`src/rtl/branch_resolve_unit_if.sv`:
```
// Branch request / resolution bus between decode and the branch resolve unit.
// Purpose: groups the branch handshake, condition inputs, flag status and decision outputs.
// Ports (master = decode/fetch side, slave = branch_resolve_unit):
//   br_valid/br_ready handshake, br_is_reg, ccc, pc_plus2, imm9, reg_target,
//   F {Z,V,N}, flag_pending -> resolve_valid, taken, redirect_pc, flush, timeout.
interface branch_resolve_unit_if;
    logic        br_valid;
    logic        br_ready;
    logic        br_is_reg;
    logic [2:0]  ccc;
    logic [15:0] pc_plus2;
    logic [8:0]  imm9;
    logic [15:0] reg_target;
    logic [2:0]  F;
    logic        flag_pending;
    logic        resolve_valid;
    logic        taken;
    logic [15:0] redirect_pc;
    logic        flush;
    logic        timeout;

    modport master (
        output br_valid, br_is_reg, ccc, pc_plus2, imm9, reg_target, F, flag_pending,
        input  br_ready, resolve_valid, taken, redirect_pc, flush, timeout
    );

    modport slave (
        input  br_valid, br_is_reg, ccc, pc_plus2, imm9, reg_target, F, flag_pending,
        output br_ready, resolve_valid, taken, redirect_pc, flush, timeout
    );
endinterface

```
`src/rtl/branch_resolve_unit.sv`:
```
// Purpose: evaluates branch condition codes against flags F={Z,V,N} and redirects fetch.
// Latency: accept -> resolve_valid in 1 cycle, or 1+k cycles after k flag-wait cycles.
// Backpressure: br_ready only in IDLE; br_valid is ignored elsewhere and must be held.
// Ports: clk, rst_n (async active-low), br_if (slave side of branch_resolve_unit_if).
module branch_resolve_unit #(
    parameter int FLUSH_CYCLES = 2,   // >= 1, includes the RESOLVE cycle
    parameter int WAIT_MAX     = 4    // >= 1
) (
    input  logic                  clk,
    input  logic                  rst_n,
    branch_resolve_unit_if.slave  br_if
);

    localparam int WW = $clog2(WAIT_MAX + 1);
    localparam int FW = $clog2(FLUSH_CYCLES + 1);

    typedef enum logic [1:0] {
        S_IDLE    = 2'd0,
        S_WAIT    = 2'd1,
        S_RESOLVE = 2'd2,
        S_FLUSH   = 2'd3
    } state_t;

    state_t        state_q, state_d;
    logic [2:0]    ccc_q, ccc_d;
    logic [15:0]   target_q, target_d;
    logic          taken_q, taken_d;
    logic          timeout_q, timeout_d;
    logic [WW-1:0] wait_cnt_q, wait_cnt_d;
    logic [FW-1:0] flush_cnt_q, flush_cnt_d;

    logic          accept;
    logic [15:0]   b_target;

    // F[2]=Z, F[1]=V, F[0]=N
    function automatic logic cond_met(input logic [2:0] c, input logic [2:0] f);
        logic z, v, n;
        z = f[2];
        v = f[1];
        n = f[0];
        case (c)
            3'b000:  cond_met = ~z;
            3'b001:  cond_met = z;
            3'b010:  cond_met = ~z & ~n;
            3'b011:  cond_met = n;
            3'b100:  cond_met = z | (~z & ~n);
            3'b101:  cond_met = n | z;
            3'b110:  cond_met = v;
            default: cond_met = 1'b1;
        endcase
    endfunction

    assign accept   = br_if.br_valid && (state_q == S_IDLE);
    // Sign-extended word offset shifted to bytes; the add wraps modulo 2^16.
    assign b_target = br_if.pc_plus2 + {{6{br_if.imm9[8]}}, br_if.imm9, 1'b0};

    always_comb begin
        state_d     = state_q;
        ccc_d       = ccc_q;
        target_d    = target_q;
        taken_d     = taken_q;
        timeout_d   = timeout_q;
        wait_cnt_d  = wait_cnt_q;
        flush_cnt_d = flush_cnt_q;

        case (state_q)
            S_IDLE: begin
                if (accept) begin
                    ccc_d    = br_if.ccc;
                    target_d = br_if.br_is_reg ? br_if.reg_target : b_target;
                    if (br_if.flag_pending) begin
                        state_d    = S_WAIT;
                        wait_cnt_d = '0;
                    end else begin
                        state_d = S_RESOLVE;
                        taken_d = cond_met(br_if.ccc, br_if.F);
                    end
                end
            end
            S_WAIT: begin
                // The F sampled in the cycle flag_pending falls is already the new value.
                if (!br_if.flag_pending) begin
                    state_d = S_RESOLVE;
                    taken_d = cond_met(ccc_q, br_if.F);
                end else if (wait_cnt_q == WW'(WAIT_MAX - 1)) begin
                    state_d   = S_RESOLVE;
                    taken_d   = 1'b0;
                    timeout_d = 1'b1;
                end else begin
                    wait_cnt_d = wait_cnt_q + 1'b1;
                end
            end
            S_RESOLVE: begin
                if (taken_q && (FLUSH_CYCLES > 1)) begin
                    state_d     = S_FLUSH;
                    // RESOLVE already supplied the first flush cycle.
                    flush_cnt_d = FW'(1);
                end else begin
                    state_d = S_IDLE;
                end
            end
            S_FLUSH: begin
                if (flush_cnt_q == FW'(FLUSH_CYCLES - 1)) begin
                    state_d = S_IDLE;
                end else begin
                    flush_cnt_d = flush_cnt_q + 1'b1;
                end
            end
            default: state_d = S_IDLE;
        endcase
    end

    always_ff @(posedge clk or negedge rst_n) begin
        if (!rst_n) begin
            state_q     <= S_IDLE;
            ccc_q       <= 3'b000;
            target_q    <= 16'h0000;
            taken_q     <= 1'b0;
            timeout_q   <= 1'b0;
            wait_cnt_q  <= '0;
            flush_cnt_q <= '0;
        end else begin
            state_q     <= state_d;
            ccc_q       <= ccc_d;
            target_q    <= target_d;
            taken_q     <= taken_d;
            timeout_q   <= timeout_d;
            wait_cnt_q  <= wait_cnt_d;
            flush_cnt_q <= flush_cnt_d;
        end
    end

    // All outputs derive from registers, so an async reset clears them at once.
    assign br_if.br_ready      = (state_q == S_IDLE);
    assign br_if.resolve_valid = (state_q == S_RESOLVE);
    assign br_if.taken         = taken_q;
    assign br_if.redirect_pc   = target_q;
    assign br_if.flush         = ((state_q == S_RESOLVE) && taken_q) || (state_q == S_FLUSH);
    assign br_if.timeout       = timeout_q;

endmodule
```
`src/flat_wrapper.sv`:
```
// flat-port wrapper written by rule: the top's interface ports become plain ports
module branch_resolve_unit_flat 
#(
    parameter int FLUSH_CYCLES = 2,                                      
    parameter int WAIT_MAX     = 4           
)
  (clk, rst_n, br_if_br_valid, br_if_br_is_reg, br_if_ccc, br_if_pc_plus2, br_if_imm9, br_if_reg_target, br_if_F, br_if_flag_pending, br_if_br_ready, br_if_resolve_valid, br_if_taken, br_if_redirect_pc, br_if_flush, br_if_timeout);
  branch_resolve_unit_if br_if_i ();
  input  logic clk;
  input  logic rst_n;
  input wire logic [$bits(br_if_i.br_valid)-1:0] br_if_br_valid;
  input wire logic [$bits(br_if_i.br_is_reg)-1:0] br_if_br_is_reg;
  input wire logic [$bits(br_if_i.ccc)-1:0] br_if_ccc;
  input wire logic [$bits(br_if_i.pc_plus2)-1:0] br_if_pc_plus2;
  input wire logic [$bits(br_if_i.imm9)-1:0] br_if_imm9;
  input wire logic [$bits(br_if_i.reg_target)-1:0] br_if_reg_target;
  input wire logic [$bits(br_if_i.F)-1:0] br_if_F;
  input wire logic [$bits(br_if_i.flag_pending)-1:0] br_if_flag_pending;
  output wire logic [$bits(br_if_i.br_ready)-1:0] br_if_br_ready;
  output wire logic [$bits(br_if_i.resolve_valid)-1:0] br_if_resolve_valid;
  output wire logic [$bits(br_if_i.taken)-1:0] br_if_taken;
  output wire logic [$bits(br_if_i.redirect_pc)-1:0] br_if_redirect_pc;
  output wire logic [$bits(br_if_i.flush)-1:0] br_if_flush;
  output wire logic [$bits(br_if_i.timeout)-1:0] br_if_timeout;
  assign br_if_i.br_valid = br_if_br_valid;
  assign br_if_i.br_is_reg = br_if_br_is_reg;
  assign br_if_i.ccc = br_if_ccc;
  assign br_if_i.pc_plus2 = br_if_pc_plus2;
  assign br_if_i.imm9 = br_if_imm9;
  assign br_if_i.reg_target = br_if_reg_target;
  assign br_if_i.F = br_if_F;
  assign br_if_i.flag_pending = br_if_flag_pending;
  assign br_if_br_ready = br_if_i.br_ready;
  assign br_if_resolve_valid = br_if_i.resolve_valid;
  assign br_if_taken = br_if_i.taken;
  assign br_if_redirect_pc = br_if_i.redirect_pc;
  assign br_if_flush = br_if_i.flush;
  assign br_if_timeout = br_if_i.timeout;
  branch_resolve_unit #(.FLUSH_CYCLES(FLUSH_CYCLES), .WAIT_MAX(WAIT_MAX)) u_core (.clk(clk), .rst_n(rst_n), .br_if(br_if_i));
endmodule
```
`config.mk`:
```
export PLATFORM = sky130hd
export DESIGN_NAME = branch_resolve_unit_flat
export DESIGN_NICKNAME = d
export VERILOG_FILES = /design/src/rtl/branch_resolve_unit_if.sv /design/src/rtl/branch_resolve_unit.sv /design/src/flat_wrapper.sv
export SDC_FILE = /design/constraint.sdc
export NUM_CORES = 1
export LEC_CHECK = 0
export ABC_AREA = 1
export BUFFER_PORTS_ARGS = -buffer_cell sky130_fd_sc_hd__buf_2
export CAP_MARGIN = 5
export CORE_AREA = 2 2 86 88
export CTS_CLUSTER_SIZE = 8
export DETAILED_ROUTE_END_ITERATION = 16
export DIE_AREA = 0 0 88 90
export PLACE_DENSITY = 0.67
export SYNTH_ARGS = -nofsm -noshare
export SYNTH_HDL_FRONTEND = slang
export SYNTH_SLANG_ARGS = --single-unit
```
`constraint.sdc`:
```
create_clock -name clk -period 4.16 [get_ports clk]
set_input_delay 0.208 -clock clk [delete_from_list [all_inputs] [get_ports clk]]
set_output_delay 0.208 -clock clk [all_outputs]
set_load 0.01 [all_outputs]
```
==> impl_metrics.tcl, run 1 <==
set metrics [dict create \
    critPathKind "reg -> reg" \
    slew_headroom 0.5629 \
    nNetsFinal 514 \
    root_buffer "clkbuf_8" \
    critPathMaxStageDelay_ns 0.46 \
    crit-reg2reg-launch "u_core.state_q[1]$_DFFE_PN0P_" \
    seqPwrFrac 0.351 \
    syn_area_mm2 0.002366 \
    synth_ff_type "dfrtp_1" \
    io_pins 73 \
    r2r_cells 6 \
    avgSynthCellArea_um2 6.360 \
    routedWlPerCell_um 10.67 \
    grt_max_degree 29 \
    required_ns 4.32 \
    drt_pass1_iterations 4 \
    worst-path-buf-inv 2 \
    die_h_um 90 \
    worstHoldStart "br_if_reg_target[3]" \
    slowest_stage "dfrtp_1" \
    path_cells "inv_2, nand2_4, nor2_4, inv_2, a21oi_1, a21oi_1" \
    peakVddDrop_mv 0.1309 \
    antenna_found_initial 0 \
    ys_top_cells_by_area "dfrtp_1, nand2_1, inv_1" \
    endpoint_kind "flip-flop" \
    hold_depth 3 \
    synth.most_common_cell "nand2_1" \
    start_util 0.3370 \
    ant_nets 0 \
    hold_end "u_core.br_if.redirect_pc[3]$_DFFE_PN0P_" \
    p_total_mw 1.373 \
    cts_resized 0 \
    grt_pass1_vias 2325 \
    drv_slew 0 \
    reg2reg_slack_ns 2.52 \
    clock_latency_ns 0.28 \
    fill_cells 758 \
    tightestPinTransition_ns 0.6556 \
    grt_pass1_wl_um 9956 \
    post-route-period-util 0.3952 \
    drcViolationCount 0 \
    hold_viol 0 \
    path_delay_family "flip-flops" \
    post_cts_buffers 0 \
    via_count 2503 \
    viasPerCell 4.618 \
    rsz0062_at_grt "no" \
    dr.first_iter.drc_count 110 \
    cts_sinks 28 \
    holdBufCountCts 1 \
    portBuffers 72 \
    cts_tree "built" \
    p_per_area_mw_per_mm2 475.2 \
    n_antenna_cell 0 \
    status "finished clean" \
    max_freq_ghz 0.6083 \
    die-area_mm2 0.007920 \
    ys_seq_elements 28 \
    synth.largest_area_cell "dfrtp_1" \
    overflow 0 \
    seq_area_frac_synth 0.2961 \
    cp.depth 6 \
    p_int_mw 0.7946 \
    synth_commonest_cells "nand2_1, inv_1, nor2_1, nand3_1, dfrtp_1" \
    grtUsageTotal 0.1517 \
    crit_path_start_kind "flip-flop" \
    swShare 0.4212 \
    gp_congestion 0.9010 \
    arrival_ns 1.81 \
    min_period_ns 1.644 \
    power_frac_comb 0.489 \
    power_frac_clock 0.160 \
    dpl.hpwl_um 4709 \
    netlist_instances 372 \
    ys_types 29 \
    synthArstFlopShare 1.000 \
    fp.coreArea_mm2 0.007020 \
    cap_viol_max_count 0 \
    drive_gt1_frac 0.1919 \
    yosys_warnings 0 \
    skew_ns 0.004573 \
    min_path_type "in -> reg" \
    cts_buffers 3 \
    syn_nets 442 \
    die_w_um 88 \
    setup_viol 0 \
    setup_tns_ns 0 \
    routed_wl_um 5785 \
    synth_edf_count 0 \
    clk_pin_slew_worst_paths_ns 0.10 \
    p_switching_mw 0.5782 \
    yosysTopAreaCellShare 0.2961 \
    r2r-end "u_core.br_if.redirect_pc[8]$_DFFE_PN0P_" \
    htreeDepth 1 \
    ctsLongestPathBuffers 2 \
    path_max_fanout 21 \
    rows 31 \
    cellLeakagePower_nw 1.675 \
    area_delta_synth_final_pct 22.10 \
]
==> stage by stage <==
| step | std cells | utilization | hold WS [ns] | instance area, um^2 | setup WS [ns] |
|---|---|---|---|---|---|
| after floorplan | 372 | - | -0.08759 | 2366 | 2.665 |
| after global placement | 537 | 0.3999 | 0.2828 | 2808 | 2.458 |
| after detailed placement | 537 | 0.3999 | 0.2857 | 2808 | 2.389 |
| after CTS | 542 | 0.4115 | 0.1561 | 2889 | 2.497 |
| after global routing | 542 | 0.4115 | 0.1792 | 2889 | 2.365 |
| final | 542 | 0.4115 | 0.1614 | 2889 | 2.516 |
==> cells in the final DEF, fill, tap and decap left out, types with 2 or more instances in the layout <==
| cell type | count |
|---|---|
| a31oi_1 | 3 |
| inv_1 | 63 |
| nand2_1 | 124 |
| inv_2 | 2 |
| ha_1 | 17 |
| a21oi_1 | 26 |
| o21ai_0 | 13 |
| nor2_4 | 2 |
| o21ai_1 | 2 |
| buf_2 | 72 |
| nand4_1 | 4 |
| clkbuf_8 | 3 |
| xor2_1 | 3 |
| nor2_1 | 37 |
| nand3_1 | 31 |
| dfrtp_1 | 28 |
==> tightest hold or removal path: cells and delay by family <==
family                 cells  cell delay, ns
AO/OA/AOI/OAI              1            0.07
buffers and inverters      1            0.08
AND/OR/NAND/NOR            1            0.05
==> power by group through the flow <==
| stage | clock network (mW) | logic, mW | registers [mW] |
|---|---|---|---|
| floorplan | 0 | 0.427 | 0.519 |
| global placement | 0 | 0.665 | 0.486 |
| detailed placement | 0 | 0.676 | 0.491 |
| CTS | 0.226 | 0.680 | 0.485 |
| global route | 0.239 | 0.768 | 0.504 |
| finish | 0.220 | 0.671 | 0.483 |
==> per-layer routing <==
metal  routed length, um  vias to the layer above  global-route usage
met1                2670                     1114              0.2034
li1                    -                     1307                   -
met4                 123                        0             0.05128
met5                   0                        -                   0
met2                2722                       72              0.2500
met3                 269                       10             0.01745
==> logic make-up after synthesis <==
kind of cell | synth area share
and+or+nand+nor | 0.3585
buffers and inverters | 0.1211
AOI/OAI and AO/OA | 0.1148
DFF | 0.2961
adders and majority gates | 0.09836
xor gates and xnor gates | 0.01111
==> worst max path at each step <==
stage	to	start
finish	u_core.br_if.redirect_pc[8]$_DFFE_PN0P_	u_core.state_q[1]$_DFFE_PN0P_
CTS	u_core.br_if.redirect_pc[9]$_DFFE_PN0P_	u_core.state_q[1]$_DFFE_PN0P_
floorplan	u_core.br_if.redirect_pc[13]$_DFFE_PN0P_	br_if_imm9[0]
global route	u_core.br_if.redirect_pc[13]$_DFFE_PN0P_	u_core.state_q[1]$_DFFE_PN0P_
global placement	u_core.br_if.redirect_pc[13]$_DFFE_PN0P_	br_if_imm9[0]
detailed placement	u_core.br_if.redirect_pc[13]$_DFFE_PN0P_	br_if_imm9[0]
==> flip-flops by register name, summed over array words and instances (netlist names) <==
| signal | flops |
|---|---|
| u_core.br_if.redirect_pc | 16 |
| u_core.br_if.taken | 1 |
| u_core.br_if.timeout | 1 |
| u_core.ccc_q | 3 |
| u_core.flush_cnt_q | 2 |
| u_core.state_q | 2 |
| u_core.wait_cnt_q | 3 |
==> area by class of cell <==
type                       instances  area (um^2)  share of cell area
multi-input combinational        273         1379              0.4773
tap                               99        123.9             0.04288
inverter                          65        244.0             0.08445
sequential                        28        700.7              0.2425
timing repair buffer              73        370.4              0.1282
clock buffer                       3        41.29             0.01429
clock inverter                     1        30.03             0.01039
(Power assumes the default switching activity.)
==> run 2, diff against run 1 <==
==> constraint.sdc (replaced) <==
create_clock -name clk -period 1.65 [get_ports clk]
set_input_delay 0.0825 -clock clk [delete_from_list [all_inputs] [get_ports clk]]
set_output_delay 0.0825 -clock clk [all_outputs]
set_load 0.01 [all_outputs]
==> impl_metrics.tcl, run 2 (synthesized netlist as in run 1, its figures left out) <==
set metrics [dict create \
    grt_pass1_vias 2396 \
    cts_sinks 28 \
    seqPwrFrac 0.345 \
    drt_pass1_iterations 4 \
    worstSetupEndpoint "u_core.wait_cnt_q[0]$_DFFE_PN0P_" \
    ctsLongestPathBuffers 2 \
    place_area_mm2 0.002823 \
    required_ns 1.83 \
    skew_ns 0.002314 \
    nNetsFinal 517 \
    n_antenna_cell 0 \
    die-area_mm2 0.007920 \
    htreeDepth 1 \
    path_max_fanout 6 \
    cap_viol_max_count 0 \
    via_count 2503 \
    final_util 0.4174 \
    fp.coreArea_mm2 0.007020 \
    final_cell_mix "nand2_1, buf_2, inv_1" \
    grt_max_degree 29 \
    dpl.hpwl_um 4849 \
    viasPerCell 4.593 \
    setup_viol 0 \
    hold_viol 0 \
    overflow 0 \
    antenna_found_initial 0 \
    p_per_area_mw_per_mm2 1202 \
    root_buffer "clkbuf_8" \
    routed_wl_um 6043 \
    dr.first_iter.drc_count 61 \
    clk_pin_slew_worst_paths_ns 0.10 \
    drive_gt1_frac 0.2063 \
    critPathLaunch "u_core.wait_cnt_q[0]$_DFFE_PN0P_" \
    power_frac_clock 0.155 \
    max_freq_ghz 0.6424 \
    cellLeakagePower_nw 1.688 \
    crit_path_start_kind "flip-flop" \
    p_int_mw 2.040 \
    io_pins 73 \
    post-route-period-util 0.9434 \
    die_h_um 90 \
    swShare 0.4208 \
    arrival_ns 1.73 \
    die_w_um 88 \
    power_frac_comb 0.500 \
    start_util 0.3370 \
    peakVddDrop_mv 0.3324 \
    drcViolationCount 0 \
    final_common_cell "nand2_1" \
    fill_cells 765 \
    r2r-end "u_core.wait_cnt_q[0]$_DFFE_PN0P_" \
    rows 31 \
    cts_buffers 3 \
    endpoint_kind "flip-flop" \
    gp_congestion 0.8751 \
    design_area_mm2 0.002930 \
    tightestPinTransition_ns 0.6762 \
    status "finished clean" \
    grt_pass1_wl_um 10250 \
    routedWlPerCell_um 11.09 \
    r2r_cells 7 \
    cts_tree "built" \
    fin_cells 545 \
    clock_latency_ns 0.28 \
    crit-reg2reg-launch "u_core.wait_cnt_q[0]$_DFFE_PN0P_" \
    largest_reg_flops 16 \
    min_period_ns 1.557 \
    grtUsageTotal 0.1567 \
    slew_headroom 0.5492 \
    area_delta_synth_final_pct 23.85 \
    portBuffers 72 \
    p_switching_mw 1.482 \
    hold_slack_ns 0.03307 \
    drv_slew 0 \
    p_total_mw 3.523 \
    min_path_type "in -> reg" \
    ant_nets 0 \
    reg2reg_slack_ns 0.09 \
    critPathKind "reg -> reg" \
    dp.cells 539 \
]
-- run 2: cell count changes in the layout (fill, tap and decap cells not counted) --
cell	previous run	this run
ha_4	0	1
buf_4	0	3
inv_1	63	62
ha_1	17	15
inv_2	2	3
a21oi_2	1	2
a21oi_1	26	25
ha_2	0	1
-- run 2: per-layer routing --
metal / share of wire / vias up / track usage
met4: 0.012 / 0 / 0.03974
met2: 0.47 / 63 / 0.2702
met1: 0.47 / 1121 / 0.2072
li1: - / 1312 / -
met5: 0 / - / 0
met3: 0.041 / 7 / 0.01469
-- run 2: how the worst min path moves through the flow --
stage                              startpoint                                      end  slack (ns)  cells past startpoint
final                     br_if_reg_target[3]  u_core.br_if.redirect_pc[3]$_DFFE_PN0P_        0.03                      3
after global routing      br_if_reg_target[1]  u_core.br_if.redirect_pc[1]$_DFFE_PN0P_        0.05                      3
after CTS                 br_if_reg_target[3]  u_core.br_if.redirect_pc[3]$_DFFE_PN0P_        0.03                      3
after detailed placement                rst_n              u_core.ccc_q[2]$_DFFE_PN0P_        0.16                      1
after global placement                  rst_n           u_core.br_if.taken$_DFFE_PN0P_        0.16                      1
after floorplan                         rst_n  u_core.br_if.redirect_pc[0]$_DFFE_PN0P_       -0.21                      0
-- run 2: per-stage QoR --
| stage | setup WS (ns) | setup TNS, ns |
|---|---|---|
| global placement | 0.07163 | 0 |
| detailed placement | 0.02935 | 0 |
| CTS | 0.06789 | 0 |
| floorplan | 0.2222 | 0 |
| finish | 0.09338 | 0 |
| global route | -0.004658 | -0.004658 |
-- run 2: final cells by class --
cell class	count	area, um^2	area share
multi-input cells	273	1398	0.4769
repair buffers	76	392.9	0.1341
flip-flops and latches	28	700.7	0.2391
clock buffers	3	41.29	0.01409
inverters	65	244.0	0.08326
clock inverters	1	30.03	0.01025
well taps	99	123.9	0.04227
-- run 2: power groups by stage --
stage | clock network (mW) | logic (mW) | registers (mW)
global placement | 0 | 1.70 | 1.22
detailed placement | 0 | 1.73 | 1.23
finish | 0.547 | 1.76 | 1.22
CTS | 0.566 | 1.75 | 1.22
floorplan | 0 | 1.08 | 1.31
global route | 0.602 | 2.02 | 1.26
-- run 2: what timing repair did --
action | 4_1_cts | 5_1_grt
endpoints found under the setup margin | 0 | 2
gates resized for setup | 0 | 5
hold endpoints to repair | 28 | 0
hold buffers | 1 | 0
setup buffers | 0 | 1
-- run 2: critical path, stage by stage (launching register included) --
cell	delay [ns]
dfrtp_1	0.40
ha_2	0.21
ha_4	0.17
a21oi_2	0.15
inv_2	0.07
nor3_4	0.24
o21ai_1	0.11
o21a_1	0.12
